===== config.mk =====
export PLATFORM = sky130hd
export DESIGN_NAME = data_mem_access_ctrl
export DESIGN_NICKNAME = d
export VERILOG_FILES = /design/src/rtl/mem_access_pkg.sv /design/src/rtl/mem_lane_unit.sv /design/src/rtl/data_mem_access_ctrl.sv
export SDC_FILE = /design/constraint.sdc
export NUM_CORES = 1
export LEC_CHECK = 0
export ABC_AREA = 1
export ABC_CLOCK_PERIOD_IN_PS = 2250
export BUFFER_PORTS_ARGS = -buffer_cell sky130_fd_sc_hd__buf_2
export CORE_AREA = 3 3 117 119
export DETAILED_ROUTE_END_ITERATION = 10
export DIE_AREA = 0 0 120 122
export PLACE_DENSITY = 0.8
export SYNTH_ARGS = -nofsm -noshare
export SYNTH_HDL_FRONTEND = slang
export SYNTH_SLANG_ARGS = --single-unit
export TNS_END_PERCENT = 5

===== constraint.sdc =====
create_clock -name clk -period 2.25 [get_ports clk]
set_input_delay 0.3375 -clock clk [delete_from_list [all_inputs] [get_ports clk]]
set_output_delay 0.3375 -clock clk [all_outputs]
set_load 0.02 [all_outputs]

===== src/rtl/mem_access_pkg.sv =====
// Shared encodings for the data memory access controller.
package mem_access_pkg;

  // Access size encodings as presented on cpu_size
  localparam logic [1:0] SIZE_BYTE = 2'b00;
  localparam logic [1:0] SIZE_HALF = 2'b01;
  localparam logic [1:0] SIZE_WORD = 2'b10;
  localparam logic [1:0] SIZE_ILL  = 2'b11;

  // Byte address of RAM word 0 unless overridden
  localparam logic [31:0] DEFAULT_BASE_ADDR = 32'h1001_0000;

  // Controller FSM states
  typedef enum logic [1:0] {
    ST_IDLE   = 2'b00,
    ST_ACCESS = 2'b01,
    ST_MERGE  = 2'b10,
    ST_RESP   = 2'b11
  } state_e;

endpackage


===== src/rtl/mem_lane_unit.sv =====
// Little-endian lane extraction/extension for loads and lane merge for
// sub-word stores. Purely combinational.
module mem_lane_unit
  import mem_access_pkg::*;
(
  input  logic [1:0]  offset_i,
  input  logic [1:0]  size_i,
  input  logic        unsigned_i,
  input  logic [31:0] old_word_i,
  input  logic [15:0] wdata_i,
  output logic [31:0] load_o,
  output logic [31:0] merged_o
);

  logic [4:0]  byte_sh_s;
  logic [4:0]  half_sh_s;
  logic [7:0]  byte_s;
  logic [15:0] half_s;

  // Select the addressed lane, extend it, and build the merged store word
  always_comb begin
    byte_sh_s = {offset_i, 3'b000};
    half_sh_s = {offset_i[1], 4'b0000};
    byte_s    = 8'(old_word_i >> byte_sh_s);
    half_s    = 16'(old_word_i >> half_sh_s);
    load_o    = 32'h0000_0000;
    merged_o  = old_word_i;
    case (size_i)
      SIZE_BYTE: begin
        if (unsigned_i) begin
          load_o = {24'h00_0000, byte_s};
        end else begin
          load_o = {{24{byte_s[7]}}, byte_s};
        end
        merged_o = (old_word_i & ~(32'h0000_00FF << byte_sh_s)) |
                   ({24'h00_0000, wdata_i[7:0]} << byte_sh_s);
      end
      SIZE_HALF: begin
        if (unsigned_i) begin
          load_o = {16'h0000, half_s};
        end else begin
          load_o = {{16{half_s[15]}}, half_s};
        end
        merged_o = (old_word_i & ~(32'h0000_FFFF << half_sh_s)) |
                   ({16'h0000, wdata_i} << half_sh_s);
      end
      SIZE_WORD: begin
        load_o   = old_word_i;
        merged_o = old_word_i;
      end
      default: begin
        load_o   = 32'h0000_0000;
        merged_o = old_word_i;
      end
    endcase
  end

endmodule


===== src/rtl/data_mem_access_ctrl.sv =====
// Load/store access controller in front of a word-addressed single-port
// RAM. Sub-word stores are done as read-modify-write; illegal, misaligned
// and out-of-range requests are answered with an error without a RAM access.
module data_mem_access_ctrl
  import mem_access_pkg::*;
#(
  parameter int          DATA_WIDTH   = 32,
  parameter int          MEMORY_DEPTH = 64,
  parameter logic [31:0] BASE_ADDR    = DEFAULT_BASE_ADDR
) (
  input  logic                  clk,
  input  logic                  reset,
  input  logic                  cpu_valid,
  output logic                  cpu_ready,
  input  logic                  cpu_we,
  input  logic [1:0]            cpu_size,
  input  logic                  cpu_unsigned,
  input  logic [DATA_WIDTH-1:0] cpu_addr,
  input  logic [DATA_WIDTH-1:0] cpu_wdata,
  output logic                  cpu_rvalid,
  output logic                  cpu_err,
  output logic [DATA_WIDTH-1:0] cpu_rdata,
  output logic                  ram_we,
  output logic [DATA_WIDTH-1:0] ram_addr,
  output logic [DATA_WIDTH-1:0] ram_wdata,
  input  logic [DATA_WIDTH-1:0] ram_rdata
);

  localparam logic [DATA_WIDTH-1:0] RAM_BYTES = DATA_WIDTH'(4 * MEMORY_DEPTH);

  state_e                  state_q, state_d;
  logic                    ready_q, ready_d;
  logic                    rvalid_q, rvalid_d;
  logic                    err_q, err_d;
  logic [DATA_WIDTH-1:0]   rdata_q, rdata_d;
  logic                    ram_we_q, ram_we_d;
  logic [DATA_WIDTH-1:0]   ram_addr_q, ram_addr_d;
  logic [DATA_WIDTH-1:0]   ram_wdata_q, ram_wdata_d;

  logic                    we_q, we_d;
  logic [1:0]              size_q, size_d;
  logic                    uns_q, uns_d;
  logic [1:0]              off_q, off_d;
  logic [15:0]             wdata_q, wdata_d;

  logic [DATA_WIDTH-1:0]   rel_addr_s;
  logic                    req_err_s;
  logic [DATA_WIDTH-1:0]   load_val_s;
  logic [DATA_WIDTH-1:0]   merged_s;

  mem_lane_unit u_lane (
    .offset_i   (off_q),
    .size_i     (size_q),
    .unsigned_i (uns_q),
    .old_word_i (ram_rdata),
    .wdata_i    (wdata_q),
    .load_o     (load_val_s),
    .merged_o   (merged_s)
  );

  // Request legality: size, alignment and window check (unsigned wrap catches addr < base)
  always_comb begin
    rel_addr_s = cpu_addr - BASE_ADDR;
    req_err_s  = 1'b0;
    if (cpu_size == SIZE_ILL) begin
      req_err_s = 1'b1;
    end else if ((cpu_size == SIZE_HALF) && cpu_addr[0]) begin
      req_err_s = 1'b1;
    end else if ((cpu_size == SIZE_WORD) && (cpu_addr[1:0] != 2'b00)) begin
      req_err_s = 1'b1;
    end else if (rel_addr_s >= RAM_BYTES) begin
      req_err_s = 1'b1;
    end else begin
      req_err_s = 1'b0;
    end
  end

  // Next-state and next-output logic; outputs are computed one cycle ahead
  always_comb begin
    state_d     = state_q;
    ready_d     = ready_q;
    rvalid_d    = 1'b0;
    err_d       = 1'b0;
    rdata_d     = rdata_q;
    ram_we_d    = 1'b0;
    ram_addr_d  = ram_addr_q;
    ram_wdata_d = ram_wdata_q;
    we_d        = we_q;
    size_d      = size_q;
    uns_d       = uns_q;
    off_d       = off_q;
    wdata_d     = wdata_q;
    case (state_q)
      ST_IDLE: begin
        if (cpu_valid && ready_q) begin
          we_d    = cpu_we;
          size_d  = cpu_size;
          uns_d   = cpu_unsigned;
          off_d   = cpu_addr[1:0];
          wdata_d = cpu_wdata[15:0];
          rdata_d = '0;
          ready_d = 1'b0;
          if (req_err_s) begin
            state_d  = ST_RESP;
            rvalid_d = 1'b1;
            err_d    = 1'b1;
          end else begin
            state_d     = ST_ACCESS;
            ram_addr_d  = {cpu_addr[DATA_WIDTH-1:2], 2'b00};
            ram_wdata_d = cpu_wdata;
            ram_we_d    = cpu_we && (cpu_size == SIZE_WORD);
          end
        end else begin
          ready_d = 1'b1;
        end
      end
      ST_ACCESS: begin
        if (we_q && (size_q != SIZE_WORD)) begin
          // ram_rdata is the old word here; the merged word is written next cycle
          state_d     = ST_MERGE;
          ram_we_d    = 1'b1;
          ram_wdata_d = merged_s;
        end else if (we_q) begin
          state_d  = ST_RESP;
          rvalid_d = 1'b1;
        end else begin
          state_d  = ST_RESP;
          rvalid_d = 1'b1;
          rdata_d  = load_val_s;
        end
      end
      ST_MERGE: begin
        state_d  = ST_RESP;
        rvalid_d = 1'b1;
      end
      ST_RESP: begin
        state_d = ST_IDLE;
        ready_d = 1'b1;
      end
      default: begin
        state_d = ST_IDLE;
        ready_d = 1'b0;
      end
    endcase
  end

  // State, output and request-latch registers
  always_ff @(posedge clk or negedge reset) begin
    if (!reset) begin
      state_q     <= ST_IDLE;
      ready_q     <= 1'b0;
      rvalid_q    <= 1'b0;
      err_q       <= 1'b0;
      rdata_q     <= '0;
      ram_we_q    <= 1'b0;
      ram_addr_q  <= BASE_ADDR;
      ram_wdata_q <= '0;
      we_q        <= 1'b0;
      size_q      <= SIZE_BYTE;
      uns_q       <= 1'b0;
      off_q       <= 2'b00;
      wdata_q     <= 16'h0000;
    end else begin
      state_q     <= state_d;
      ready_q     <= ready_d;
      rvalid_q    <= rvalid_d;
      err_q       <= err_d;
      rdata_q     <= rdata_d;
      ram_we_q    <= ram_we_d;
      ram_addr_q  <= ram_addr_d;
      ram_wdata_q <= ram_wdata_d;
      we_q        <= we_d;
      size_q      <= size_d;
      uns_q       <= uns_d;
      off_q       <= off_d;
      wdata_q     <= wdata_d;
    end
  end

  assign cpu_ready  = ready_q;
  assign cpu_rvalid = rvalid_q;
  assign cpu_err    = err_q;
  assign cpu_rdata  = rdata_q;
  assign ram_we     = ram_we_q;
  assign ram_addr   = ram_addr_q;
  assign ram_wdata  = ram_wdata_q;

endmodule


# Word level (Yosys, flattened, before mapping)
# Cells that the tools add are included.
# W data, S select, Z words.
[word_totals]
in_bits = 103
latch_bits = 0
n_memories = 0
out_inout_bits = 100
mem_bits_rw = 0
rom_bits = 0
ff_bits = 122
[op_classes]
bitwise = 7
mul = 0
magnitude_cmp = 1
n_mux = 31
shift = 6
n_eq_ne = 14
reduce_logical = 14
div = 0
n_addsub = 1
[ops]
columns = ["operator", "count"]
rows = [
  ["$mux W32", 8],
  ["$pmux W32 S2", 3],
  ["$pmux W32 S3", 1],
  ["$and A32 B32 Y32", 2],
  ["$not A32 Y32", 2],
  ["$or A32 B32 Y32", 2],
  ["$ge A32 B9 Y1 const B", 1],
  ["$shl A16 B5 Y32", 1],
  ["$shl A16 B5 Y32 const A", 1],
  ["$shl A8 B5 Y32", 1],
  ["$shl A8 B5 Y32 const A", 1],
  ["$shr A32 B5 Y16", 1],
  ["$shr A32 B5 Y8", 1],
  ["$sub A32 B29 Y32 const B", 1],
  ["$mux W1", 13],
  ["$ne A2 B2 Y1 const B", 6],
  ["$eq A2 B2 Y1 const B", 5],
  ["$pmux W2 S4", 1],
  ["$reduce_and A4 Y1", 2],
  ["$eq A2 B1 Y1 const B", 3],
  ["$reduce_bool A2 Y1", 3],
  ["$logic_and A1 B1 Y1", 5],
  ["$logic_not A2 Y1", 2],
  ["$mux W2", 2],
  ["other kinds (5)", 6],
]

# Logic depth before layout (Yosys ltp)
[depth]
depth_word = 9
mapped_depth = 14
mapped_depth_nobuf = 13

# Hierarchy
# Synthesis repeated with hierarchy kept, for this count alone.
[hier_totals]
hier_cells = 1052
hier_area_um2 = 7252.0
[modules_own_cells]
columns = ["module", "seq_area_each_um2", "cells_per_inst", "area_per_inst_um2", "instances"]
rows = [
  ["data_mem_access_ctrl", 3055.4, 668, 5537.8, 1],
  ["mem_lane_unit", 0.0, 384, 1714.1, 1],
]

# Least setup slack after synthesis
# No wires, ideal clock.
[synth_timing]
path_type = "register to register"
start = "register state_q[0]"
end = "register rdata_q[14], in the netlist cpu_rdata[14]"
setup_slack_ns = 0.406
path_buffers = 1
setup_ns = 0.118
stages_incl_launch_ff = 12
arrival_ns = 1.726
path_cell_list = "dfrtp_1 inv_1 ha_1 inv_2 nor2_1 a21oi_1 nand2_1 nor2_2 o21ai_1 buf_2 a21oi_1 a21o_1"
[synth_via]
elab_chain_cells = 3
elab_cells_between_ends = 8
[synth_lines]
columns = ["element", "line_no", "rtl"]
rows = [
  ["start: declaration", "data_mem_access_ctrl.sv:31", "state_e state_q, state_d;"],
  ["start signal: assignment", "data_mem_access_ctrl.sv:164", "state_q <= state_d;"],
  ["$eq A2 B1 Y1 / $logic_not A2 Y1 (equally long branches)", "data_mem_access_ctrl.sv:93", "case (state_q)"],
  ["$ne A2 B2 Y1 (no source line) / $reduce_bool A2 Y1 (equally long branches)", "n/a", ""],
  ["$reduce_and A4 Y1 (no source line)", "n/a", ""],
  ["end signal: assignment", "data_mem_access_ctrl.sv:168", "rdata_q <= rdata_d;"],
  ["end: declaration", "data_mem_access_ctrl.sv:35", "logic [DATA_WIDTH-1:0] rdata_q, rdata_d;"],
]
# Parallel ways exist; a longest one is shown, timed or not.
# A chain may end at the register's enable or synchronous reset.

# Final worst setup path
[layout_timing]
start = "register state_q[0]"
end = "register ram_wdata_q[6], in the netlist ram_wdata[6]"
[layout_via]
elab_chain_cells = 3
elab_cells_between_ends = 8
[layout_lines]
columns = ["element", "line_no", "rtl"]
rows = [
  ["$eq A2 B1 Y1 / $logic_not A2 Y1 (equally long branches)", "data_mem_access_ctrl.sv:93", ""],
  ["$ne A2 B2 Y1 (no source line) / $reduce_bool A2 Y1 (equally long branches)", "n/a", ""],
  ["$reduce_and A4 Y1 (no source line)", "n/a", ""],
  ["end signal: assignment", "data_mem_access_ctrl.sv:171", "ram_wdata_q <= ram_wdata_d;"],
  ["end: declaration", "data_mem_access_ctrl.sv:38", "logic [DATA_WIDTH-1:0] ram_wdata_q, ram_wdata_d;"],
]
# Parallel ways exist; a longest one is shown, timed or not.

==> report_table.html <==
<table>
<tr><th>Metric</th><th>Value</th></tr>
<tr><th colspan="2">Outcome</th></tr>
<tr><td>Status</td><td>finished clean</td></tr>
<tr><th colspan="2">Clock network</th></tr>
<tr><td>Total clock buffers created by CTS</td><td>17</td></tr>
<tr><td>Count of clock tree sinks</td><td>around 120</td></tr>
<tr><td>Clock slew seen by the registers of the worst setup and hold paths</td><td>~60 ps</td></tr>
<tr><td>Clock network latency to the later pin of the worst-skew pair</td><td>about 430 ps</td></tr>
<tr><td>Root cell of the clock tree</td><td>clkbuf_16</td></tr>
<tr><td>Count of H-tree levels built during CTS</td><td>4</td></tr>
<tr><td>CTS tree</td><td>yes</td></tr>
<tr><td>Max Root-Sink Buffers</td><td>2</td></tr>
<tr><th colspan="2">Flow run</th></tr>
<tr><td>Total of max-cap violations</td><td>0</td></tr>
<tr><th colspan="2">Die</th></tr>
<tr><td>Die H</td><td>between 100 and 150 µm</td></tr>
<tr><td>IO Pins</td><td>between 200 and 250</td></tr>
<tr><td>X dimension of the die</td><td>about 120 µm</td></tr>
<tr><td>Starting density of the core</td><td>0.523</td></tr>
<tr><td>Die Outline Area</td><td>0.0146 mm²</td></tr>
<tr><td>Cell row count</td><td>roughly 40</td></tr>
<tr><td>Area of the core</td><td>0.0127 mm²</td></tr>
<tr><th colspan="2">Worst setup path</th></tr>
<tr><td>Largest fanout on the critical path</td><td>32</td></tr>
<tr><td>Worst Path Required</td><td>2610 ps</td></tr>
<tr><td>Crit path arrival time</td><td>2350 ps</td></tr>
<tr><td>Critical path start-end classification</td><td>flip-flop to flip-flop</td></tr>
<tr><td>Endpoint kind of the worst setup timing path</td><td>flip-flop</td></tr>
<tr><td>Startpoint kind of the worst setup timing path</td><td>flip-flop</td></tr>
<tr><th colspan="2">Timing</th></tr>
<tr><td>Clock tree skew after final layout</td><td>roughly 12 ps</td></tr>
<tr><td>Final Hold Violating Endpoints</td><td>0</td></tr>
<tr><td>Final max-slew violation count</td><td>0</td></tr>
<tr><td>Fin crit share</td><td>0.885</td></tr>
<tr><td>Slew headroom</td><td>0.516</td></tr>
<tr><td>Achievable frequency</td><td>502 MHz</td></tr>
<tr><td>Final total negative setup slack</td><td>0 ps</td></tr>
<tr><td>Minimum hold slack</td><td>110 ps</td></tr>
<tr><td>Setup repair after global routing missed its margin</td><td>false</td></tr>
<tr><td>Actual slew at the worst max-slew pin</td><td>approximately 730 ps</td></tr>
<tr><td>Final critical-path required period</td><td>between 1500 and 2000 ps</td></tr>
<tr><td>Final-report setup violation count</td><td>0</td></tr>
<tr><th colspan="2">Layout</th></tr>
<tr><td>Final Instance Count excl. Fillers</td><td>approximately 1,300</td></tr>
<tr><td>Register area</td><td>roughly 0.0031 mm²</td></tr>
<tr><td>Area Overhead vs Synth</td><td>28.7%</td></tr>
<tr><td>Number of nets in the layout</td><td>roughly 1,200</td></tr>
<tr><td>Leading cell type in the layout, fill and taps excluded</td><td>nand2_1</td></tr>
<tr><td>Area occupied by multi-input gates</td><td>about 0.0030 mm²</td></tr>
<tr><td>Layout cell share with drive strength beyond 1</td><td>0.261</td></tr>
<tr><td>Most frequent cells in the layout</td><td>nand2_1, buf_2, dfrtp_1</td></tr>
<tr><td>Fill cell total of the finished layout</td><td>~1,100</td></tr>
<tr><th colspan="2">Logic synthesis</th></tr>
<tr><td>Fraction of synthesis flops using an asynchronous set or reset pin</td><td>1.00</td></tr>
<tr><td>Count of cell types in the netlist</td><td>43</td></tr>
<tr><td>Synthesized area</td><td>~0.0066 mm²</td></tr>
<tr><td>Main combinational cell family by area after synthesis</td><td>simple AND/OR/NAND/NOR gates</td></tr>
<tr><td>Cell taking the most area after synthesis</td><td>dfrtp_1</td></tr>
<tr><td>Syn. warnings</td><td>0</td></tr>
<tr><td>Fraction of post-synthesis cell area in the top cell type by area</td><td>0.453</td></tr>
<tr><td>Top FF cell, synth</td><td>dfrtp_1</td></tr>
<tr><td>Post-Syn Instances</td><td>between 800 and 900</td></tr>
<tr><td>Post-synthesis share of cell area spent on full adders, half adders and majority gates</td><td>0.00755</td></tr>
<tr><td>Proportion of synthesized chip area in sequential cells</td><td>0.461</td></tr>
<tr><td>Post-Synthesis Mean Instance Area</td><td>7.46 µm²</td></tr>
<tr><td>EDFF count, synth</td><td>0</td></tr>
<tr><td>Post-synthesis share of cell area spent on xor and xnor gates</td><td>0.00245</td></tr>
<tr><td>Share of the synthesized area in compound gates (AO/OA/AOI/OAI)</td><td>0.185</td></tr>
<tr><td>Ranking of synthesized cells by area</td><td>dfrtp_1, nand2_1, o21ai_0, nor2_1, inv_1</td></tr>
<tr><td>Synthesized flop and latch total</td><td>approximately 120</td></tr>
<tr><td>Multiplexer share of the synthesized area</td><td>0</td></tr>
<tr><td>Simple-Gate Fraction of Synth Area</td><td>0.253</td></tr>
<tr><th colspan="2">Pwr</th></tr>
<tr><td>Part of the total power dissipated in the clock network</td><td>0.237</td></tr>
<tr><td>Net Sw Frac</td><td>0.454</td></tr>
<tr><td>Internal power of the cells</td><td>6.87 mW</td></tr>
<tr><td>Part of the total power dissipated in combinational logic</td><td>0.484</td></tr>
<tr><td>Power share of the sequential group</td><td>0.279</td></tr>
<tr><td>Sw power</td><td>5.71 mW</td></tr>
<tr><td>Static Leakage</td><td>4.61 nW</td></tr>
<tr><td>Largest voltage drop on the vdd net</td><td>0.664 mV</td></tr>
<tr><td>Power Dens Cells</td><td>approximately 1500 mW/mm²</td></tr>
<tr><th colspan="2">Placed design</th></tr>
<tr><td>Placer's final routability congestion estimate</td><td>approximately 1</td></tr>
<tr><td>Placed Cells</td><td>around 1,200</td></tr>
<tr><td>Detail Placement HPWL</td><td>about 16,000 µm</td></tr>
<tr><td>Count of input and output buffers</td><td>200</td></tr>
<tr><th colspan="2">GRT</th></tr>
<tr><td>Global route total overflow</td><td>0</td></tr>
<tr><td>Vias in the first global route</td><td>between 6,000 and 7,000</td></tr>
<tr><td>Wire length of the first global-routing pass</td><td>roughly 34,000 µm</td></tr>
<tr><td>Largest net degree at the start of global routing</td><td>between 40 and 50</td></tr>
<tr><td>Number of antenna violations at the first check in global routing</td><td>3</td></tr>
<tr><td>Total global-route track usage</td><td>0.296</td></tr>
<tr><th colspan="2">Route</th></tr>
<tr><td>Detailed Routing Iterations Pass 1</td><td>6</td></tr>
<tr><td>Count of routing violations after the opening detailed-route iteration</td><td>just under 700</td></tr>
<tr><td>Routed via count</td><td>just under 7,000</td></tr>
<tr><td>Wirelength, routed</td><td>about 22,000 µm</td></tr>
<tr><td>Vias per cell</td><td>5.43</td></tr>
<tr><td>Residual antenna-violating net count after detailed routing</td><td>0</td></tr>
<tr><td>Number of DRC violations after detailed routing</td><td>0</td></tr>
<tr><td>Routed wirelength normalized by instance count</td><td>about 17 µm</td></tr>
<tr><th colspan="2">Hold path</th></tr>
<tr><td>Hold WC Path Type</td><td>input pin to flip-flop</td></tr>
</table>
## metrics by stage
stage / cell area (µm²) / setup WS [ps] / util / power (mW)
2_1_floorplan: 6630 / 406 / - / 7.56
3_3_place_gp: 7860 / 253 / 0.620 / 9.37
3_5_place_dp: 7860 / 222 / 0.620 / 9.44
4_1_cts: 8520 / 200 / 0.673 / 12.5
5_1_grt: 8530 / 42.3 / 0.673 / 13.4
6_report: 8530 / 259 / 0.673 / 12.6
## flip-flops by register name, summed over array words and instances, names as in the netlist
name        count
state_q         2
cpu_ready       1
ram_addr       30
off_q           2
ram_we          1
cpu_err         1
wdata_q        16
ram_wdata      32
size_q          2
cpu_rdata      32
uns_q           1
we_q            1
cpu_rvalid      1
## routing by layer
layer / vias up / part of all wire / track usage
met4: 4 / 0.041 / 0.142
li1: 3307 / - / -
met3: 66 / 0.087 / 0.0780
met5: - / 0.00098 / 0
met1: 3191 / 0.40 / 0.375
met2: 363 / 0.47 / 0.474
## worst max-delay path, cell delays in order (launching register included)
cell and delay [ps]:
dfrtp_1 370, inv_1 80, ha_1 260, inv_2 110, nor2_1 70, a21oi_1 170
inv_1 70, nor2_2 150, buf_4 350, nand3_1 170, nand2_1 100
## layout make-up
type	count	share of cell area
Antenna cell	1	0.000293
Tap cell	172	0.0252
Timing Repair Buffer	226	0.147
Inverter	100	0.0440
Sequential cell	122	0.358
Clock buffer	20	0.0547
Multi-Input combinational cell	624	0.349
Clock inverter	12	0.0216
## timing repair
action / 4_1_cts / 5_1_grt
hold buffers: 1 / 0
setup buffers: 0 / 0
gates resized for setup: 0 / 2
setup endpoints to repair: 0 / 6
hold endpoints to repair: 36 / 0
## path summary, 6_finish.rpt
path	startpoint	end	slack, ps	cells past startpoint
hold reg to reg	ram_wdata[22]	ram_wdata[22]	460	2
setup / recovery	state_q[0]	ram_wdata[6]	260	10
setup reg to reg	state_q[0]	ram_wdata[6]	260	10
hold / removal	cpu_addr[2]	ram_addr[2]	110	3
min in group asynchronous	reset	ram_wdata[22]	430	2
max in group asynchronous	reset	ram_addr[28]	1150	3
## logic make-up after synthesis
logic type                 Yosys count
and+or+nand+nor                    404
DFF                                122
adders and majority gates            4
xor gates and xnor gates             1
AOI/OAI and AO/OA                  213
other                                1
buffers and inverters              144
## power by group through the flow
stage	logic [mW]	registers, mW	clock network (mW)
6_report	6.09	3.51	2.98
3_3_place_gp	5.85	3.52	0
2_1_floorplan	3.49	4.07	0
5_1_grt	6.67	3.60	3.10
3_5_place_dp	5.93	3.52	0
4_1_cts	6.00	3.50	3.00
## synthesized netlist by cell type, types with 4 or more instances
master	count
a211oi_1	9
o31ai_1	4
a22o_1	7
nor2_2	10
buf_1	4
buf_2	9
a21o_1	4
o22ai_1	22
buf_4	8
nor2_1	93
clkbuf_1	20
o21ai_0	89
o221ai_1	4
o21ai_1	10
ha_1	4
inv_1	91
nand3_1	48
a22oi_1	7
inv_2	8
a21oi_1	46
nand2_1	238
dfrtp_1	120
No activity file was read; power rests on OpenSTA's default activity.
